$ cat config.mk
export PLATFORM = sky130hd
export DESIGN_NAME = multicycle_controller
export DESIGN_NICKNAME = d
export VERILOG_FILES = /design/src/rtl/multicycle_controller.sv
export SDC_FILE = /design/constraint.sdc
export NUM_CORES = 1
export LEC_CHECK = 0
export BUFFER_PORTS_ARGS = -buffer_cell sky130_fd_sc_hd__buf_2
export CORE_AREA = 3 3 65 67
export CTS_CLUSTER_SIZE = 40
export DETAILED_ROUTE_END_ITERATION = 8
export DIE_AREA = 0 0 68 70
export PLACE_DENSITY = 0.83
export RECOVER_POWER = 100
export SLEW_MARGIN = 10
export SYNTH_ARGS = -nofsm -noshare
export SYNTH_HDL_FRONTEND = slang
export SYNTH_SLANG_ARGS = --single-unit
$ cat constraint.sdc
create_clock -name clk -period 6.15 [get_ports clk]
set_clock_uncertainty 0.15 [all_clocks]
set_input_delay 0.615 -clock clk [delete_from_list [all_inputs] [get_ports clk]]
set_output_delay 0.615 -clock clk [all_outputs]
set_load 0.005 [all_outputs]
$ cat src/rtl/multicycle_controller.sv
// multicycle_controller: Moore FSM and ALU/immediate decode for a multicycle RV32I datapath
module multicycle_controller #(
  parameter bit MEM_WAIT_EN = 1'b1,
  parameter int CNT_W       = 32
) (
  input  logic             clk,
  input  logic             rst_n,
  input  logic [6:0]       op,
  input  logic [2:0]       funct3,
  input  logic             funct7b5,
  input  logic             zero,
  input  logic             mem_ready,
  output logic             PCWrite,
  output logic             AdrSrc,
  output logic             MemWrite,
  output logic             IRWrite,
  output logic [1:0]       ResultSrc,
  output logic [1:0]       ALUSrcA,
  output logic [1:0]       ALUSrcB,
  output logic [1:0]       ImmSrc,
  output logic [2:0]       ALUControl,
  output logic             RegWrite,
  output logic             illegal,
  output logic [CNT_W-1:0] retired
);
  localparam logic [3:0] FETCH    = 4'd0;
  localparam logic [3:0] DECODE   = 4'd1;
  localparam logic [3:0] MEMADR   = 4'd2;
  localparam logic [3:0] MEMREAD  = 4'd3;
  localparam logic [3:0] MEMWB    = 4'd4;
  localparam logic [3:0] MEMWRITE = 4'd5;
  localparam logic [3:0] EXECR    = 4'd6;
  localparam logic [3:0] EXECI    = 4'd7;
  localparam logic [3:0] ALUWB    = 4'd8;
  localparam logic [3:0] BEQ      = 4'd9;
  localparam logic [3:0] JAL      = 4'd10;
  localparam logic [3:0] ILLEGAL  = 4'd11;
  logic [3:0] state, next;
  logic       rdy, pc_update, branch, ir_write, mem_write, reg_write, retire;
  logic [1:0] alu_op;
  assign rdy = MEM_WAIT_EN ? mem_ready : 1'b1;
  assign retire = (state == MEMWB) | (state == ALUWB) | (state == BEQ) | ((state == MEMWRITE) & rdy);
  assign illegal = (state == ILLEGAL);
  // Enables are masked by rst_n so nothing can write while reset is asserted
  assign PCWrite  = rst_n & (pc_update | (branch & zero));
  assign IRWrite  = rst_n & ir_write;
  assign MemWrite = rst_n & mem_write;
  assign RegWrite = rst_n & reg_write;
  // Next-state selection; memory states stall until the access completes
  always_comb begin
    next = ILLEGAL;
    case (state)
      FETCH:    next = rdy ? DECODE : FETCH;
      DECODE:   case (op)
                  7'b0000011, 7'b0100011: next = MEMADR;
                  7'b0110011:             next = EXECR;
                  7'b0010011:             next = EXECI;
                  7'b1100011:             next = BEQ;
                  7'b1101111:             next = JAL;
                  default:                next = ILLEGAL;
                endcase
      MEMADR:   next = op[5] ? MEMWRITE : MEMREAD;
      MEMREAD:  next = rdy ? MEMWB : MEMREAD;
      MEMWB:    next = FETCH;
      MEMWRITE: next = rdy ? FETCH : MEMWRITE;
      EXECR:    next = ALUWB;
      EXECI:    next = ALUWB;
      ALUWB:    next = FETCH;
      BEQ:      next = FETCH;
      JAL:      next = ALUWB;
      default:  next = ILLEGAL;
    endcase
  end
  // Moore decode of datapath controls; FETCH also qualifies its enables with rdy
  always_comb begin
    AdrSrc    = 1'b0;
    ResultSrc = 2'b00;
    ALUSrcA   = 2'b00;
    ALUSrcB   = 2'b00;
    alu_op    = 2'b00;
    pc_update = 1'b0;
    branch    = 1'b0;
    ir_write  = 1'b0;
    mem_write = 1'b0;
    reg_write = 1'b0;
    case (state)
      FETCH:    begin ALUSrcB = 2'b10; ResultSrc = 2'b10; ir_write = rdy; pc_update = rdy; end
      DECODE:   begin ALUSrcA = 2'b01; ALUSrcB = 2'b01; end
      MEMADR:   begin ALUSrcA = 2'b10; ALUSrcB = 2'b01; end
      MEMREAD:  AdrSrc = 1'b1;
      MEMWB:    begin ResultSrc = 2'b01; reg_write = 1'b1; end
      MEMWRITE: begin AdrSrc = 1'b1; mem_write = 1'b1; end
      EXECR:    begin ALUSrcA = 2'b10; alu_op = 2'b10; end
      EXECI:    begin ALUSrcA = 2'b10; ALUSrcB = 2'b01; alu_op = 2'b10; end
      ALUWB:    reg_write = 1'b1;
      BEQ:      begin ALUSrcA = 2'b10; alu_op = 2'b01; branch = 1'b1; end
      JAL:      begin ALUSrcA = 2'b01; ALUSrcB = 2'b10; pc_update = 1'b1; end
      default:  ;
    endcase
  end
  // ALU operation: funct3 decode for ALU instructions; only R-type can subtract
  always_comb begin
    ALUControl = 3'b000;
    if (alu_op == 2'b01) ALUControl = 3'b001;
    else if (alu_op == 2'b10)
      case (funct3)
        3'b000:  ALUControl = (op[5] & funct7b5) ? 3'b001 : 3'b000;
        3'b010:  ALUControl = 3'b101;
        3'b110:  ALUControl = 3'b011;
        3'b111:  ALUControl = 3'b010;
        default: ALUControl = 3'b000;
      endcase
  end
  // Immediate format follows the opcode in every state
  always_comb begin
    ImmSrc = 2'b00;
    case (op)
      7'b0100011: ImmSrc = 2'b01;
      7'b1100011: ImmSrc = 2'b10;
      7'b1101111: ImmSrc = 2'b11;
      default:    ImmSrc = 2'b00;
    endcase
  end
  // State register and retired-instruction counter
  always_ff @(posedge clk or negedge rst_n) begin
    if (!rst_n) begin
      state   <= FETCH;
      retired <= '0;
    end else begin
      state   <= next;
      retired <= retire ? retired + CNT_W'(1) : retired;
    end
  end
endmodule

==> key figures, run 1 <==
STA
  – # setup viols final: 0
  – Ratio of final minimum period to clock period: 56.26%
  – Worst slew pin tran: 1.985 ns
  – RSZ-0062 raised after global routing: false
  – Pins over their slew limit: 40
  – Hold Slack: 0.3439 ns
  – Final Critical Period: 3.460 ns
  – Max-Slew Margin vs Limit: -32.35%
  – Setup TNS: 0 ns
  – Final Hold Fails: 0
  – Fmax achieved: 289.0 MHz

Pwr
  – Pwr dens: 341.8 nW/um^2
  – Seq pwr share: 45.6%
  – P_int: 493.8 uW
  – Peak supply drop: 0.1765 mV
  – Net Sw Power: 315.3 uW
  – Comb pwr share: 33.3%
  – Sw frac: 38.97%
  – Clock Power Share: 21.1%
  – Leakage Power: 0.001018 uW

Critical path
  – R2R depth: 4
  – Critical Path AT: 2.69 ns
  – CP endpoint kind: output port
  – Crit start category: primary input
  – Crit path max fanout: 39
  – Crit Path Class: primary input to output port
  – Required @ worst endpoint: 5.38 ns

Synth
  – #FFs+latches synth: 36
  – Mux share of post-synthesis cell area: 0.5594%
  – Post-synth EDFFs: 0
  – Ys flop type: dfrtp_1
  – Seq/Total Area, Yosys: 44.75%
  – Adder-cell share of the synthesized area: 0.6215%
  – Main combinational cell family by area after synthesis: simple AND/OR/NAND/NOR gates
  – Number of synthesis warnings: 0
  – Share of flip-flops with an asynchronous set or reset: 100.0%
  – Synthesized-area fraction occupied by and/or/nand/nor cells: 28.84%
  – Syn_nets: 223
  – Post-Syn Instances: 207
  – Compound-Gate Fraction of Synth Area: 7.707%
  – Distinct cells, synth: 43
  – Mean Syn Cell Area: 9.726 sq um
  – Cell area after synthesis: 2013 sq um
  – Area share of xor/xnor cells in the synthesized design: 15.23%

Finish
  – Area grow syn2layout: 17.59%
  – Layout fillers: 347
  – Multi-input logic area: 1022 sq um
  – Nets: 285
  – FF/Latch Area: 900.9 sq um
  – Most common cell after layout, fill and taps aside: dfrtp_1
  – Commonest non-fill, non-tap cells in the layout: 36 x dfrtp_1, 31 x buf_2, 31 x clkbuf_1, 24 x xnor2_1, 18 x nand2_1
  – Ratio of cells with drive above 1 in the final layout: 16.67%
  – Antenna diodes: 0

Clock network
  – Clock Tree Buf Depth: 2
  – H-tree Lvls: 2
  – Hold-fix buffers, CTS: 0
  – Postcts setup bufs: 0
  – # clock sinks: 36
  – Worst-Skew Late Latency: 0.29 ns
  – # resized after CTS: 0
  – Worst-path clk slew: 0.07 ns
  – Root buffer cell: clkbuf_8
  – TritonCTS clock tree: yes
  – Clock buffer count from CTS: 5

Place
  – Detailed placement HPWL: 3353 microns
  – IO buf count: 63
  – GP Congestion: 0.8099

Routing
  – Post-route ant nets: 0
  – Avg Vias per Cell: 5.557
  – Initial DRT Pass Iterations: 4
  – Routed vias: 1767
  – Detailed-route wire length: 4558 microns
  – 1st-iter DRT viols: 107
  – Drc violations: 0
  – Wirelength per Cell: 14.33 microns

Status
  – Failing checks: max-capacitance violations, max-slew violations
  – Status: finished, violations left

Global route
  – GR Overflow Total: 0
  – Largest net degree at the start of global routing: 40
  – First-pass GRT wire length: 7458 microns
  – Gr usage total: 20.16%
  – Initial antenna violation count: 0
  – Number of global-route vias before repair: 1636

Worst hold path
  – Min-Delay Path Class: flip-flop to flip-flop
  – WHS Path Cells: 1

Job
  – Max Cap Violations: 1

Floorplan
  – Die H: 70 microns
  – Starting Density: 54.58%
  – Die Span X: 68 microns
  – Core Region: 3689 sq um
  – # rows: 22
  – Io pins: 64
  – Die area: 4760 sq um
## cell type report
class                      count  share of cell area [%]
clock buffer                   6                   3.488
clock inverter                 2                  0.4228
inverter                       4                  0.6342
multi-input combinational    159                   43.18
sequential                    36                   38.05
tap                           48                   2.537
timing repair buffer          63                   11.68
## flip-flops by register name (all words and copies together), names as in the netlist
| name | count |
|---|---|
| retired | 32 |
| state | 4 |
## routing by layer
metal / routed length, microns / up-vias / GRT usage [%]
li1: - / 863 / -
met1: 1895 / 850 / 24.72
met2: 2339 / 46 / 33.40
met3: 255 / 8 / 5.788
met4: 66 / 0 / 6.402
met5: 0 / - / 0
## kinds of logic (layout without fill, tap and decap cells)
kind of cell / after synthesis / after routing
and+or+nand+nor: 99 / 99
DFF: 36 / 36
xor gates and xnor gates: 35 / 35
AOI/OAI and AO/OA: 23 / 23
buffers and inverters: 12 / 75
adders and majority gates: 1 / 1
muxes: 1 / 1
## power groups by stage
stage,sequential [uW],clock [uW],combinational (uW)
2_1_floorplan,317,0,244
3_3_place_gp,373,0,285
3_5_place_dp,374,0,293
4_1_cts,371,173,293
5_1_grt,382,183,308
6_report,369,171,269
## synthesized netlist by cell type (all sizes together), types with 5 or more instances
cell type	number	share of area (%)
xnor2	24	10
nand2	18	3.4
xor2	11	4.8
nand3	13	3.2
nor2	14	2.6
dfrtp	36	45
nand4	9	2.8
a21oi	5	1.2
and3	9	2.9
nor3	13	3.7
## worst max-delay path, stage by stage
cell and delay (ns):
clkbuf_1 1.40, inv_1 0.16, a2111oi_0 0.35, clkbuf_1 0.16
## worst paths after layout
check	end	slack [ns]	from
max in group asynchronous	retired[2]	3.98	rst_n
min reg2reg	retired[21]	0.34	retired[21]
min in group asynchronous	retired[31]	0.73	rst_n
max	RegWrite	2.69	rst_n
max reg2reg	retired[29]	3.22	state[1]
min	retired[21]	0.34	retired[21]
## per-stage QoR
stage	worst slack, ns	power (uW)	instance area (sq um)	utilization [%]	std cells
global route	2.155	873.0	2367	64.18	318
global placement	3.525	658.1	2357	63.91	310
detailed placement	3.483	666.9	2357	63.91	310
CTS	3.456	837.4	2450	66.42	318
floorplan	4.005	560.8	2013	-	207
finish	2.690	809.2	2367	64.18	318
Note: power is estimated with default switching activity, not from simulation.
==> run 2: changes to the inputs <==
Settings changed: CORE_AREA 3 3 65 67 to 3 3 71 73, DIE_AREA 0 0 68 70 to 0 0 74 76, PLACE_DENSITY 0.83 to 0.74.
Clock period 6.15 ns to 3.1 ns, I/O delays scaled along.
==> key figures, run 2 (same netlist as run 1, synthesis figures left out) <==
Floorplan
  – Core Region: 4414 sq um (+20%)
  – Starting Density: 45.61% (-9.0 points)
  – Die Span X: 74 microns (+8.8%)
  – Die area: 5624 sq um (+18%)
  – # rows: 24 (+9.1%)
  – Io pins: 64 (unchanged)
  – Die H: 76 microns (+8.6%)

Clock network
  – H-tree Lvls: 2 (unchanged)
  – # clock sinks: 36 (unchanged)
  – Clock buffer count from CTS: 5 (unchanged)
  – Clock Tree Buf Depth: 2 (unchanged)
  – Worst-Skew Late Latency: 0.29 ns (about the same)
  – Root buffer cell: clkbuf_8
  – TritonCTS clock tree: yes
  – Worst-path clk slew: 0.07 ns (about the same)

Critical path
  – CP endpoint kind: flip-flop
  – Required @ worst endpoint: 3.13 ns (-2.25 ns)
  – RR Startpoint: retired[0]
  – Crit Path Class: flip-flop to flip-flop
  – Max incr delay on CP: 0.62 ns (-0.78 ns)
  – Crit path cell chain: ha_1 -> nand3_1 -> or4_1 -> nor3_1 -> nand4_1 -> xnor2_1
  – Delay-heaviest family, CP: simple AND/OR/NAND/NOR gates
  – Setup slack, reg-to-reg: 0.65 ns (-2.57 ns)
  – Critical Path AT: 2.48 ns (-0.21 ns)
  – Crit start category: flip-flop
  – R2R depth: 6 (+2)
  – Crit path max fanout: 5 (-87%)
  – Buf/Inv on CP: 0 (-3)
  – CP max stage cell: or4_1
  – RR Endpoint: retired[30]

Job
  – Max Cap Violations: 0 (-1)

Finish
  – Most flop-heavy register: retired
  – Final core utilization: 55.50% (-8.7 points)
  – Top Registers: retired: 32 flops, state: 4 flops
  – Area grow syn2layout: 21.69%
  – Max reg flops: 32 (unchanged)
  – Multi-input logic area: 1052 sq um (+2.9%)
  – Most common cell after layout, fill and taps aside: buf_2
  – FF/Latch Area: 900.9 sq um (unchanged)
  – Antenna diodes: 0 (unchanged)
  – Ratio of cells with drive above 1 in the final layout: 19.78% (+3.1 points)
  – Layout Cells excl Fill: 325 (+2.2%)
  – Commonest non-fill, non-tap cells in the layout: 37 x buf_2, 36 x dfrtp_1, 26 x clkbuf_1, 24 x xnor2_1, 18 x nand2_1
  – Layout fillers: 422 (+22%)
  – Nets: 288 (+1.1%)

Pwr
  – Leakage Power: 0.001079 uW (+6.0%)
  – Pwr dens: 701.0 nW/um^2 (+110%)
  – Total power: 1717 uW (+110%)
  – Peak supply drop: 0.3656 mV (+110%)

STA
  – Final Hold Fails: 0 (unchanged)
  – Ratio of final minimum period to clock period: 78.98%
  – Worst slew pin tran: 0.5801 ns (-1.405 ns)
  – RSZ-0062 raised after global routing: false
  – # setup viols final: 0 (unchanged)
  – Setup TNS: 0 ns (unchanged)
  – Max-Slew Margin vs Limit: 61.03% (+93 points)
  – Hold Slack: 0.1570 ns (-0.1869 ns)
  – Fmax achieved: 408.4 MHz
  – Final Critical Period: 2.448 ns
  – Pins over their slew limit: 0 (-100%)

Routing
  – Detailed-route wire length: 4641 microns (+1.8%)
  – Drc violations: 0 (unchanged)
  – Initial DRT Pass Iterations: 4 (unchanged)
  – Post-route ant nets: 0 (unchanged)
  – Avg Vias per Cell: 5.428 (-2.3%)
  – 1st-iter DRT viols: 88 (-18%)
  – Routed vias: 1764 (-0.17%)
  – Wirelength per Cell: 14.28 microns (-0.37%)

Place
  – Detailed placement HPWL: 3399 microns (+1.3%)
  – IO buf count: 63 (unchanged)
  – GP Congestion: 0.8249 (+1.9%)
  – Placed Instances: 316 (+1.9%)

Worst hold path
  – Hold Crit Start: op[4]
  – WHS Path Cells: 3 (+2)
  – Min-Delay Path Class: primary input to flip-flop
  – Worst Hold End: state[2]

Global route
  – Gr usage total: 17.02% (-3.1 points)
  – GR Overflow Total: 0 (unchanged)
  – Initial antenna violation count: 0 (unchanged)
  – Number of global-route vias before repair: 1636 (unchanged)
  – First-pass GRT wire length: 7562 microns (+1.4%)
  – Largest net degree at the start of global routing: 36 (-10%)

Status
  – Status: completed
[run 2: changes by cell type in the layout (fill, tap and decap cells not counted), sizes merged]
cell,change
dlygate4sd3,+1
clkinv,-1
clkbuf,-6
buf,+8
bufinv,+1
[run 2: worst max path at each step]
| stage | from | endpoint | slack, ns | cells past startpoint |
|---|---|---|---|---|
| finish | retired[0] | retired[30] | 0.65 | 6 |
| global route | retired[0] | retired[30] | 0.45 | 6 |
| CTS | state[2] | retired[5] | 0.80 | 5 |
| detailed placement | state[2] | retired[8] | 0.80 | 5 |
| global placement | state[2] | retired[8] | 0.83 | 5 |
| floorplan | retired[0] | retired[28] | 1.02 | 6 |
[run 2: stage by stage]
| stage | instance area [sq um] | setup slack (ns) |
|---|---|---|
| after floorplan | 2013 | 1.024 |
| after global placement | 2377 | 0.8319 |
| after detailed placement | 2377 | 0.8018 |
| after CTS | 2495 | 0.7989 |
| after global routing | 2450 | 0.4483 |
| final | 2450 | 0.6516 |
[run 2: timing repair]
| action | 4_1_cts | 5_1_grt |
|---|---|---|
| setup buffers | 0 | 0 |
| endpoints found under the setup margin | 0 | 0 |
| hold buffers | 1 | 0 |
| resized for setup | 0 | 0 |
| endpoints found under the hold margin | 2 | 0 |
[run 2: layout make-up]
class | count | area share [%]
inverters | 4 | 0.6129
repair buffers | 66 | 12.61
flip-flops and latches | 36 | 36.77
multi-input cells | 159 | 42.95
well taps | 52 | 2.656
clock inverters | 2 | 1.430
clock buffers | 6 | 2.962
[run 2: power by group]
part,leakage (uW),internal (uW),switching [uW]
clock network,0.0000552,239,167
logic,0.000572,274,343
registers,0.000452,545,150
total,0.00108,1060,659
[run 2: layer usage]
metal | share of wire, % | vias to the layer above | global-route usage (%)
met3 | 8.2 | 5 | 4.881
met5 | 0 | - | 0
li1 | - | 861 | -
met4 | 1.6 | 0 | 5.978
met2 | 47 | 64 | 26.42
met1 | 43 | 834 | 22.38
[run 2: tightest hold or removal path, stage by stage]
cell and delay (ns):
buf_2 0.12, nand3_1 0.06, a21oi_1 0.06
